==> config.mk <==
export PLATFORM = sky130hd
export DESIGN_NAME = sseg_scan_driver
export DESIGN_NICKNAME = d
export VERILOG_FILES = /design/src/rtl/sseg_pkg.sv /design/src/rtl/sseg_hex_decode.sv /design/src/rtl/sseg_scan_driver.sv
export SDC_FILE = /design/constraint.sdc
export NUM_CORES = 1
export LEC_CHECK = 0
export CAP_MARGIN = 20
export CORE_UTILIZATION = 47
export DETAILED_ROUTE_END_ITERATION = 8
export GPL_TIMING_DRIVEN = 0
export PLACE_DENSITY = 0.82
export SETUP_SLACK_MARGIN = 0.05
export SLEW_MARGIN = 30
export SYNTH_ARGS = -nofsm -noshare
export SYNTH_HDL_FRONTEND = slang
export SYNTH_SLANG_ARGS = --single-unit
==> constraint.sdc <==
create_clock -name clk -period 2.2 [get_ports clk]
set_input_delay 0.44 -clock clk [delete_from_list [all_inputs] [get_ports clk]]
set_output_delay 0.44 -clock clk [all_outputs]
set_load 0.01 [all_outputs]
==> src/rtl/sseg_pkg.sv <==
// Shared constants for the seven-segment scan driver: default IOBUS addresses,
// control-word bit positions and active-low hex glyphs ({g,f,e,d,c,b,a}).
package sseg_pkg;

  localparam logic [31:0] VALUE_ADDR_DEF = 32'h1100C010;
  localparam logic [31:0] CTRL_ADDR_DEF  = 32'h1100C014;

  localparam int unsigned CTRL_EN     = 0;
  localparam int unsigned CTRL_BLANK  = 1;
  localparam int unsigned CTRL_DP_LSB = 2;

  localparam logic [3:0] AN_OFF   = 4'hF;
  localparam logic [7:0] SEGS_OFF = 8'hFF;

  localparam logic [6:0] GLYPH_0 = 7'h40;
  localparam logic [6:0] GLYPH_1 = 7'h79;
  localparam logic [6:0] GLYPH_2 = 7'h24;
  localparam logic [6:0] GLYPH_3 = 7'h30;
  localparam logic [6:0] GLYPH_4 = 7'h19;
  localparam logic [6:0] GLYPH_5 = 7'h12;
  localparam logic [6:0] GLYPH_6 = 7'h02;
  localparam logic [6:0] GLYPH_7 = 7'h78;
  localparam logic [6:0] GLYPH_8 = 7'h00;
  localparam logic [6:0] GLYPH_9 = 7'h10;
  localparam logic [6:0] GLYPH_A = 7'h08;
  localparam logic [6:0] GLYPH_B = 7'h03;
  localparam logic [6:0] GLYPH_C = 7'h46;
  localparam logic [6:0] GLYPH_D = 7'h21;
  localparam logic [6:0] GLYPH_E = 7'h06;
  localparam logic [6:0] GLYPH_F = 7'h0E;

endpackage

==> src/rtl/sseg_hex_decode.sv <==
// Combinational hex nibble to active-low seven-segment glyph.
module sseg_hex_decode
  import sseg_pkg::*;
(
  input  logic [3:0] nibble,
  output logic [6:0] segs
);

  always_comb begin
    segs = GLYPH_8;
    unique case (nibble)
      4'h0: segs = GLYPH_0;
      4'h1: segs = GLYPH_1;
      4'h2: segs = GLYPH_2;
      4'h3: segs = GLYPH_3;
      4'h4: segs = GLYPH_4;
      4'h5: segs = GLYPH_5;
      4'h6: segs = GLYPH_6;
      4'h7: segs = GLYPH_7;
      4'h8: segs = GLYPH_8;
      4'h9: segs = GLYPH_9;
      4'hA: segs = GLYPH_A;
      4'hB: segs = GLYPH_B;
      4'hC: segs = GLYPH_C;
      4'hD: segs = GLYPH_D;
      4'hE: segs = GLYPH_E;
      4'hF: segs = GLYPH_F;
    endcase
  end

endmodule

==> src/rtl/sseg_scan_driver.sv <==
// IOBUS-mapped four-digit seven-segment driver: holds a pending value and a
// control word, and scans the digits itself with frame-synchronous value updates.
module sseg_scan_driver
  import sseg_pkg::*;
#(
  parameter int unsigned DIGIT_TICKS = 100000,
  parameter logic [31:0] VALUE_ADDR  = VALUE_ADDR_DEF,
  parameter logic [31:0] CTRL_ADDR   = CTRL_ADDR_DEF
) (
  input  logic        clk,
  input  logic        rst_n,
  input  logic [31:0] iobus_addr,
  input  logic [31:0] iobus_out,
  input  logic        iobus_wr,
  output logic [31:0] rd_data,
  output logic [7:0]  segs,
  output logic [3:0]  an
);

  localparam int unsigned      CNT_W   = $clog2(DIGIT_TICKS);
  localparam logic [CNT_W-1:0] CNT_MAX = CNT_W'(DIGIT_TICKS - 1);

  logic [15:0]      pend_val;
  logic [15:0]      disp_val;
  logic [5:0]       ctrl;
  logic [CNT_W-1:0] count;
  logic [1:0]       digit;
  logic             tick;
  logic             wr_value;
  logic             wr_ctrl;
  logic [3:0]       nibble;
  logic [6:0]       glyph;
  logic [3:0]       dp_mask;
  logic             upper_zero;
  logic             show;
  logic             unused_bits;

  assign tick        = (count == CNT_MAX);
  assign wr_value    = iobus_wr && (iobus_addr == VALUE_ADDR);
  assign wr_ctrl     = iobus_wr && (iobus_addr == CTRL_ADDR);
  assign dp_mask     = ctrl[CTRL_DP_LSB +: 4];
  assign unused_bits = ^iobus_out[31:16];

  // disp_val only reloads on the last tick of digit 3, so a frame never tears;
  // a value write on that same edge is seen one frame later.
  always_ff @(posedge clk or negedge rst_n) begin
    if (!rst_n) begin
      pend_val <= '0;
      disp_val <= '0;
      ctrl     <= '0;
      count    <= '0;
      digit    <= '0;
    end else begin
      if (wr_value) pend_val <= iobus_out[15:0];
      if (wr_ctrl)  ctrl     <= iobus_out[5:0];
      count <= tick ? '0 : count + 1'b1;
      if (tick) begin
        digit <= digit + 2'd1;
        if (digit == 2'd3) disp_val <= pend_val;
      end
    end
  end

  always_comb begin
    nibble = disp_val[{digit, 2'b00} +: 4];
  end

  sseg_hex_decode u_decode (
    .nibble (nibble),
    .segs   (glyph)
  );

  always_comb begin
    upper_zero = 1'b0;
    unique case (digit)
      2'd0: upper_zero = 1'b0;
      2'd1: upper_zero = (disp_val[15:4]  == '0);
      2'd2: upper_zero = (disp_val[15:8]  == '0);
      2'd3: upper_zero = (disp_val[15:12] == '0);
    endcase
    show = ctrl[CTRL_EN] && !(ctrl[CTRL_BLANK] && upper_zero);
  end

  always_ff @(posedge clk or negedge rst_n) begin
    if (!rst_n) begin
      an   <= AN_OFF;
      segs <= SEGS_OFF;
    end else if (show) begin
      an   <= ~(4'b0001 << digit);
      segs <= {~dp_mask[digit], glyph};
    end else begin
      an   <= AN_OFF;
      segs <= SEGS_OFF;
    end
  end

  always_comb begin
    rd_data = '0;
    if (iobus_addr == VALUE_ADDR)     rd_data = {16'h0000, pend_val};
    else if (iobus_addr == CTRL_ADDR) rd_data = {26'h0, ctrl};
  end

endmodule
==> impl_metrics.yaml, run 1 <==
die:
  fp.coreArea_mm2: 0.007331
  die_w_um: 89.75
  rows: 31
  ios: 111
  dieHeight_um: 89.75
  die-area_mm2: 0.008054
  start_util_pct: 49.36
hold_path:
  hp-class: "flip-flop to flip-flop"
  hold_path_depth: 1
  hold_end: "count[12]$_DFF_PN0_"
  hp-start: "count[12]$_DFF_PN0_"
critical_path:
  r2r-end: "segs[0]$_DFF_PN1_"
  cp.arrival_ns: 1.80
  reg2reg_depth: 7
  path_class: "input pin to primary output"
  worst-r2r-setup-slack_ns: 0.14
  r2r-start: "digit[0]$_DFFE_PN0N_"
  crit_path_start_kind: "input pin"
  path_max_fanout: 5
  required_ns: 1.76
  worst_setup_path_end_kind: "primary output"
layout:
  final_cell_count_no_fill: 520
  syn_to_final_growth_pct: 37.03
  antenna_cells: 0
  num-nets-final: 495
  fin_util_pct: 67.64
  fill_cells: 533
  stdcell_area_mm2: 0.004959
  layout-drive-gt1-share_pct: 40.62
placement:
  placedCellCount: 488
  hpwl_um: 5594
  numPortBuffers: 77
  gp_congestion: 0.8298
  dpl_cell_area_mm2: 0.004587
global_routing:
  track_usage_pct: 20.37
  antenna_found_initial: 0
  grt_pass1_wl_um: 12990
  grt_max_degree: 45
  grt_pass1_vias: 2631
  grt_overflow_total: 0
yosys:
  yosys_most_used_dff: "dfrtp_1"
  async_flop_share_pct: 100.0
  synth_cell_type_count: 48
  synthMuxAreaShare_pct: 19.88
  ys_warn_count: 0
  synth_adder_area_share_pct: 4.149
  synth_largest_area_cell: "dfrtp_1"
  synth_edf_count: 0
  synth.cell_area_mm2: 0.003618
  post_synth_xor_area_fraction_pct: 3.631
  synth-compound-area-share_pct: 3.527
  synth_top_area_share_pct: 39.42
  synth.most_common_cell: "dfrtp_1"
  synth-seq-cells: 69
  synth_common_cells: "dfrtp_1 (57), mux2_2 (28), buf_4 (17), nor2_1 (17)"
  synth_top_family_by_area: "multiplexers"
  synth_area_leaders: "dfrtp_1 (39%), dfstp_2 (8.7%), mux2_2 (8.7%), ha_1 (4.1%), mux2_4 (4.1%)"
  ys_seq_area_share_pct: 48.13
  syn_area_per_cell_um2: 12.22
  synthSimpleGateAreaFrac_pct: 15.04
  netlist_instances: 296
clock_network:
  htreeDepth: 3
  numCtsBuffers: 9
  cts_tree: "built"
  cts.clk_slew.worst_paths_ns: 0.07
  cts.sinks: 69
  clkLatencyLatePin_ns: 0.35
  cts_buffer_depth: 2
  clockRootBuffer: "clkbuf_8"
route:
  drt_wl_total_um: 7852
  dr.pass1.iters: 4
  drcViolationCount: 0
  drt_iter0_markers: 87
  ant_nets: 0
  via_per_inst: 5.190
  dr_total_vias: 2699
  routedWlPerCell_um: 15.10
outcome:
  outcome: "complete, but fails checks"
  violations: "setup timing"
run:
  maxCapViolCount: 0
timing:
  finalHoldViolCount: 0
  whs_ns: 0.4976
  fmax_mhz: 446.3
  timing.final.crit_share_pct: 101.8
  slew-limit-headroom_pct: 51.34
  setup_viol: 10
  fin_ws_ns: -0.04049
  skew_ns: 0.004531
  rsz0062_at_grt: "true"
  tightest_slew_ns: 0.7299
  finalWorstPathRequiredPeriod_ns: 2.240
  drv_slew: 0
pwr:
  vdd_drop_max_v: 0.0004060
  power_leakage_nw: 2.323
  p_per_area_mw_per_mm2: 519.5
[kinds of logic (layout without fill, tap and decap cells)]
family | Yosys count | count (layout)
AOI/OAI and AO/OA | 18 | 18
adders and majority gates | 12 | 12
DFF | 69 | 69
other | 1 | 16
muxes | 58 | 58
and+or+nand+nor | 90 | 90
buffers and inverters | 33 | 143
xor gates and xnor gates | 15 | 15
[area by class of cell]
cell class | count | area [µm²] | area share, %
clock inverters | 6 | 86.33 | 1.741
flip-flops and latches | 69 | 1742 | 35.12
inverters | 8 | 30.03 | 0.6056
clock buffers | 10 | 137.6 | 2.776
multi-input cells | 209 | 1828 | 36.87
well taps | 99 | 123.9 | 2.498
repair buffers | 95 | 837.1 | 16.88
plain buffers | 24 | 173.9 | 3.507
[layout by cell type (no fill, tap or decap), types with 4 or more instances in the layout]
cell type	synthesis	final
nor3_1	5	4
clkbuf_8	0	10
a21oi_1	4	4
dfrtp_1	57	57
xnor2_1	11	11
dfstp_2	12	12
buf_2	4	22
xor2_1	4	4
nand4_1	7	7
dlygate4sd2_1	0	4
mux2_2	28	28
nor2_1	17	17
ha_1	12	11
clkdlybuf4s50_1	0	29
buf_6	1	19
inv_1	8	7
nand2_1	13	13
mux2i_1	13	13
conb_1	1	16
nand3_1	7	7
buf_4	17	31
clkdlybuf4s15_1	0	8
mux2_4	10	10
nor4_1	7	4
mux4_2	4	4
and2_4	0	10
[routing by layer]
layer	wire length, µm	GRT usage [%]
met1	3500	26.66
met2	3754	32.05
met3	366	4.484
met4	230	10.11
met5	0	0
[how the worst max path moves through the flow]
stage              startpoint  slack, ns                      end  cells after the start
3_5_place_dp   iobus_addr[26]      -1.40              rd_data[10]                      6
3_3_place_gp            rst_n      -1.46  pend_val[4]$_DFFE_PN0P_                      1
4_1_cts        iobus_addr[31]       0.04              rd_data[11]                      8
2_1_floorplan  iobus_addr[26]       0.09              rd_data[10]                      4
5_1_grt        iobus_addr[20]      -0.11               rd_data[8]                      8
6_report       iobus_addr[20]      -0.04               rd_data[8]                      8
[flip-flops by register name (all words and copies together) (netlist names)]
register,flops
an,4
count,17
ctrl,6
digit,2
disp_val,16
pend_val,16
segs,8
[per-stage QoR]
stage	setup slack, ns	power, mW	setup TNS (ns)
floorplan	0.09360	1.337	0
global route	-0.1112	2.667	-0.9961
CTS	0.03574	2.580	0
finish	-0.04049	2.576	-0.3010
detailed placement	-1.395	1.455	-32.80
global placement	-1.460	1.448	-117.44
[power by group]
group	internal, mW	switching [mW]	total [mW]
registers	1.27	0.00000000389	1.27
clock network	0.666	0.487	1.15
logic	0.0877	0.0661	0.154
[repair_timing]
item | 4_1_cts | 5_1_grt
setup endpoints to repair | 49 | 32
resized for setup | 181 | 11
hold buffers | 1 | 0
setup buffers | 10 | 5
cloned | 1 | 0
hold endpoints to repair | 12 | 0
pin swaps | 17 | 7
[critical path, stage by stage]
cell      delay [ns]
clkbuf_2        0.09
nor4_2          0.29
nand4_1         0.18
buf_4           0.18
nor3_4          0.22
buf_6           0.16
and2_4          0.14
buf_6           0.09
(Power assumes the default switching activity.)
==> run 2: changes to the inputs <==
Settings changed: CORE_UTILIZATION 47 to 49, CTS_BUF_LIST set to sky130_fd_sc_hd__clkbuf_8, PLACE_DENSITY 0.82 to 0.85, SYNTH_HIERARCHICAL set to 1.
==> impl_metrics.yaml, run 2 <==
outcome:
  outcome: "complete, but fails checks"
  violations: "setup timing"
timing:
  rsz0062_at_grt: "true"
  fmax_mhz: 449.1
  finalHoldViolCount: 0
  tightest_slew_ns: 0.7687
  skew_ns: 0.01008
  fin_ws_ns: -0.02656
  setup_viol: 11
  drv_slew: 0
  timing.final.crit_share_pct: 101.2
  slew-limit-headroom_pct: 48.75
  finalWorstPathRequiredPeriod_ns: 2.227
route:
  routedWlPerCell_um: 17.07
  dr_total_vias: 2799
  drt_wl_total_um: 9066
  via_per_inst: 5.271
  drt_iter0_markers: 128
  dr.pass1.iters: 4
  ant_nets: 0
  drcViolationCount: 0
die:
  ios: 111
  die-area_mm2: 0.007821
  start_util_pct: 50.47
  rows: 31
  die_w_um: 88.44
  dieHeight_um: 88.44
  fp.coreArea_mm2: 0.007253
yosys:
  synth_top_family_by_area: "multiplexers"
  synth_adder_area_share_pct: 4.443
  syn_area_per_cell_um2: 12.12
  netlist_instances: 302
  synth-seq-cells: 69
  synthMuxAreaShare_pct: 19.55
  synth_common_cells: "dfrtp_1 (57), mux2_2 (29), nor2_1 (21)"
  synth_cell_type_count: 42
  synth.cell_area_mm2: 0.003661
  synth_top_area_share_pct: 38.96
  ys_seq_area_share_pct: 47.57
  yosys_most_used_dff: "dfrtp_1"
  synth.most_common_cell: "dfrtp_1"
  synthSimpleGateAreaFrac_pct: 15.31
  post_synth_xor_area_fraction_pct: 3.349
  async_flop_share_pct: 100.0
  synth_largest_area_cell: "dfrtp_1"
  synth-compound-area-share_pct: 3.964
  synth_area_leaders: "dfrtp_1 (39%), mux2_2 (8.9%), dfstp_2 (8.6%), ha_1 (4.4%), mux2_4 (4.1%)"
  synth_edf_count: 0
  ys_warn_count: 6
clock_network:
  cts.sinks: 69
  numCtsBuffers: 9
  cts.clk_slew.worst_paths_ns: 0.07
  clockRootBuffer: "clkbuf_8"
  htreeDepth: 3
  cts_buffer_depth: 2
  cts_tree: "built"
  clkLatencyLatePin_ns: 0.35
placement:
  gp_congestion: 0.8796
  hpwl_um: 5725
  dpl_cell_area_mm2: 0.004652
  numPortBuffers: 77
critical_path:
  crit_path_start_kind: "input pin"
  path_max_fanout: 5
  path_class: "input pin to primary output"
  cp.arrival_ns: 1.79
  worst_setup_path_end_kind: "primary output"
  required_ns: 1.76
global_routing:
  grt_max_degree: 36
  grt_pass1_vias: 2886
  antenna_found_initial: 0
  grt_pass1_wl_um: 14070
  grt_overflow_total: 0
  track_usage_pct: 24.44
pwr:
  power_leakage_nw: 2.418
  p_per_area_mw_per_mm2: 468.9
  vdd_drop_max_v: 0.0003434
layout:
  syn_to_final_growth_pct: 40.43
  reg_top3: "count: 17 flops, disp_val: 16 flops, pend_val: 16 flops"
  largest_reg_flops: 17
  num-nets-final: 509
  regMostFlops: "count"
  stdcell_area_mm2: 0.005141
  fin_util_pct: 70.88
  mostFrequentLayoutCells: "dfrtp_1 (56), buf_4 (38), mux2_2 (29), clkdlybuf4s50_1 (29), buf_6 (22)"
  antenna_cells: 0
  layout-drive-gt1-share_pct: 44.21
  final_common_cell: "dfrtp_1"
run:
  maxCapViolCount: 0
hold_path:
  hp-class: "input pin to async pin"
run 2: cell types whose count changed after synthesis, sizes merged, moves of 4 or more:
cell	previous run	this run
o21ai	3	12
nor2b	1	9
nand2	14	8
clkbuf	3	7
nand3	7	11
nand4	7	3
nor2	17	21
o211ai	0	4
xnor2	11	7
run 2: what timing repair did:
action                     in CTS  in global routing
cloned                          1                  0
pin swaps                      18                 15
gates resized for setup       193                 31
buffers inserted               19                  8
setup endpoints to repair      44                 36
hold buffers                    0                  0
run 2: final timing paths:
check / cells past startpoint / start / slack (ns) / end
worst max register to register: 9 / digit[0]$_DFFE_PN0N_ / -0.01 / segs[0]$_DFF_PN1_
worst min-delay path: 1 / rst_n / 0.04 / count[8]$_DFF_PN0_
max in group asynchronous: 2 / rst_n / 1.58 / segs[3]$_DFF_PN1_
worst max-delay path: 8 / iobus_addr[24] / -0.03 / rd_data[15]
min in group clk: 1 / count[8]$_DFF_PN0_ / 0.49 / count[8]$_DFF_PN0_
worst min register to register: 1 / count[8]$_DFF_PN0_ / 0.49 / count[8]$_DFF_PN0_
run 2: stage by stage:
stage	cells	total power [mW]	TNS, ns	hold slack (ns)	setup slack, ns
finish	531	2.411	-0.2050	0.03538	-0.02656
global route	531	2.492	-1.318	0.06060	-0.1270
CTS	527	2.406	-0.03291	0.04854	-0.008096
detailed placement	494	1.455	-28.29	0.4160	-1.269
global placement	493	1.448	-119.41	0.4779	-1.464
floorplan	317	1.337	0	0.1444	0.05280
run 2: report_power, final:
part | internal, mW | total (mW) | leakage [nW] | switching, mW
sequential | 1.27 | 1.27 | 0.907 | 0.00000000384
combinational | 0.0925 | 0.167 | 1.41 | 0.0741
clock | 0.532 | 0.975 | 0.101 | 0.443
total | 1.89 | 2.41 | 2.42 | 0.517
run 2: logic make-up after synthesis:
group	after synthesis
AND/OR/NAND/NOR	92
flip-flops	69
AO/OA/AOI/OAI	24
adder cells (fa/ha/maj)	13
multiplexers	55
XOR/XNOR	14
buffers and inverters	34
other	1
run 2: critical path: stages:
cell           delay, ns
dlygate4sd2_1       0.20
nor4b_4             0.18
nand4_1             0.18
buf_4               0.19
nor3_4              0.20
buf_6               0.16
and2_4              0.14
buf_6               0.09
run 2: area by class of cell:
| cell class | instances | area [µm²] |
|---|---|---|
| plain buffers | 26 | 190.2 |
| inverters | 6 | 27.53 |
| multi-input cells | 214 | 1943 |
| clock buffers | 10 | 137.6 |
| fillers | 484 | 2112 |
| repair buffers | 103 | 933.4 |
| well taps | 99 | 123.9 |
| flip-flops and latches | 69 | 1743 |
| clock inverters | 4 | 42.54 |
run 2: per-layer routing:
metal,track usage [%],vias to the layer above,wire length (µm)
met1,27.50,1390,3627
met2,43.50,94,4774
met3,5.224,31,303
met5,0,-,0
li1,-,1284,-
met4,12.90,0,360
==> run 3: changes to the inputs <==
Settings changed: CAP_MARGIN 20 to 10, CORE_UTILIZATION 49 to 43, PLACE_DENSITY 0.85 to 0.76.
==> impl_metrics.yaml, run 3 (synthesis results as in run 2) <==
global_routing:
  track_usage_pct: 20.25
  grt_max_degree: 38
  grt_pass1_vias: 2806
  grt_pass1_wl_um: 13570
  antenna_found_initial: 0
  grt_overflow_total: 0
route:
  drt_iter0_markers: 152
  ant_nets: 0
  wl_met3_um: 326
  via_per_inst: 5.028
  drcViolationCount: 0
  highest-signal-layer: "met4"
  dr.pass1.iters: 5
  drt_wl_total_um: 7954
  routedWlPerCell_um: 14.98
  wl_met2_um: 3981
  dr_total_vias: 2670
  drt-met1-wl_um: 3481
critical_path:
  path_max_fanout: 4
  path_class: "flip-flop to flip-flop"
  max_stage_delay_ns: 0.55
  required_ns: 2.48
  crit_path_start_kind: "flip-flop"
  r2r-end: "segs[0]$_DFF_PN1_"
  path_common_cell: "o21ai_1"
  r2r-start: "digit[0]$_DFFE_PN0N_"
  cp.arrival_ns: 2.49
  worst-r2r-setup-slack_ns: -0.006
  crit_chain: "clkbuf_8 > mux4_2 > inv_4 > ha_4 > and2b_2 > or3b_1 > o21ai_1 > nor2b_1 > o21ai_1"
  cp_slowest_cell: "mux4_2"
  worst_setup_path_end_kind: "flip-flop"
  reg2reg_depth: 9
  critical-path-top-delay-family: "simple AND/OR/NAND/NOR gates"
  path_buf_inv: 2
layout:
  reg_top3: "count: 17 flops, disp_val: 16 flops, pend_val: 16 flops"
  final_common_cell: "dfrtp_1"
  stdcell_area_mm2: 0.005025
  antenna_cells: 0
  fin_util_pct: 61.15
  largest_reg_flops: 17
  regMostFlops: "count"
  final_cell_count_no_fill: 531
  mostFrequentLayoutCells: "dfrtp_1 (57), buf_4 (32), mux2_2 (29), clkdlybuf4s50_1 (29), nor2_1 (20)"
  layout-drive-gt1-share_pct: 42.49
  fill_cells: 660
  num-nets-final: 501
  syn_to_final_growth_pct: 37.25
timing:
  finalWorstPathRequiredPeriod_ns: 2.206
  whs_ns: 0.02822
  fmax_mhz: 453.4
  rsz0062_at_grt: "true"
  finalHoldViolCount: 0
  tightest_slew_ns: 0.7087
  setup_viol: 1
  fin_ws_ns: -0.005743
  timing.final.crit_share_pct: 100.3
  drv_slew: 0
  skew_ns: 0.006417
  finalSetupTns_ns: -0.005743
  slew-limit-headroom_pct: 52.75
clock_network:
  htreeDepth: 3
  clkLatencyLatePin_ns: 0.35
  cts_buffer_depth: 2
  clockRootBuffer: "clkbuf_8"
  cts.clk_slew.worst_paths_ns: 0.08
  cts.sinks: 69
  ctsHoldBuffers: 0
  numCtsBuffers: 9
  cts_tree: "built"
pwr:
  power_leakage_nw: 2.344
  p_per_area_mw_per_mm2: 465.6
  vdd_drop_max_v: 0.0003167
die:
  rows: 33
  die_w_um: 94.27
  start_util_pct: 44.56
  dieHeight_um: 94.27
  die-area_mm2: 0.008887
  fp.coreArea_mm2: 0.008217
  ios: 111
outcome:
  violations: "setup timing"
  outcome: "complete, but fails checks"
placement:
  gp_congestion: 0.8141
  dpl_cell_area_mm2: 0.004659
  placedCellCount: 500
  hpwl_um: 5554
  numPortBuffers: 77
hold_path:
  hp-class: "input pin to async pin"
run:
  maxCapViolCount: 0
-- run 3: cell types whose count changed in the layout (fill, tap and decap cells not counted), moves of 3 or more --
cell             previous run  this run
buf_4                      38        32
buf_6                      22        19
clkbuf_2                    3         6
clkdlybuf4s15_1             8        11
nor2_1                     17        20
nor2_2                      4         0
-- run 3: final cells by class --
class	instances	area [µm²]	share of cell area (%)
clock buffer	9	123.9	2.465
buffer	26	190.2	3.785
multi-input combinational	214	1907	37.95
inverter	6	27.53	0.5478
clock inverter	7	51.30	1.021
tap	105	131.4	2.615
sequential	69	1742	34.66
timing repair buffer	95	852.1	16.96
-- run 3: timing repair --
| item | in CTS | in global routing |
|---|---|---|
| buffers inserted | 17 | 1 |
| cloned | 1 | 0 |
| endpoints found under the setup margin | 38 | 35 |
| pin swaps | 17 | 10 |
| gates resized for setup | 169 | 29 |
-- run 3: power breakdown --
| group | switching, mW | total, mW | internal (mW) |
|---|---|---|---|
| Clock | 0.504 | 0.915 | 0.411 |
| Combinational | 0.0672 | 0.156 | 0.0887 |
| Sequential | 0.00000000361 | 1.27 | 1.27 |
-- run 3: per-layer routing --
metal / vias to the layer above / GRT usage, %
met5: - / 0
met1: 1311 / 25.22
met2: 77 / 33.27
met3: 18 / 5.097
li1: 1264 / -
met4: 0 / 8.462
-- run 3: how the worst max path moves through the flow --
stage | slack, ns | to | start | depth (start not counted)
2_1_floorplan | 0.05 | segs[3]$_DFF_PN1_ | digit[0]$_DFFE_PN0N_ | 8
4_1_cts | -0.06 | rd_data[7] | iobus_addr[0] | 9
3_5_place_dp | -1.24 | rd_data[15] | iobus_addr[26] | 6
3_3_place_gp | -1.56 | pend_val[6]$_DFFE_PN0P_ | rst_n | 1
6_report | -0.006 | segs[0]$_DFF_PN1_ | digit[0]$_DFFE_PN0N_ | 9
5_1_grt | -0.11 | rd_data[13] | iobus_addr[30] | 8
-- run 3: through the flow --
stage	total power, mW	setup slack [ns]
5_1_grt	2.439	-0.1068
3_5_place_dp	1.455	-1.244
2_1_floorplan	1.337	0.05280
3_3_place_gp	1.448	-1.559
6_report	2.339	-0.005743
4_1_cts	2.354	-0.05642
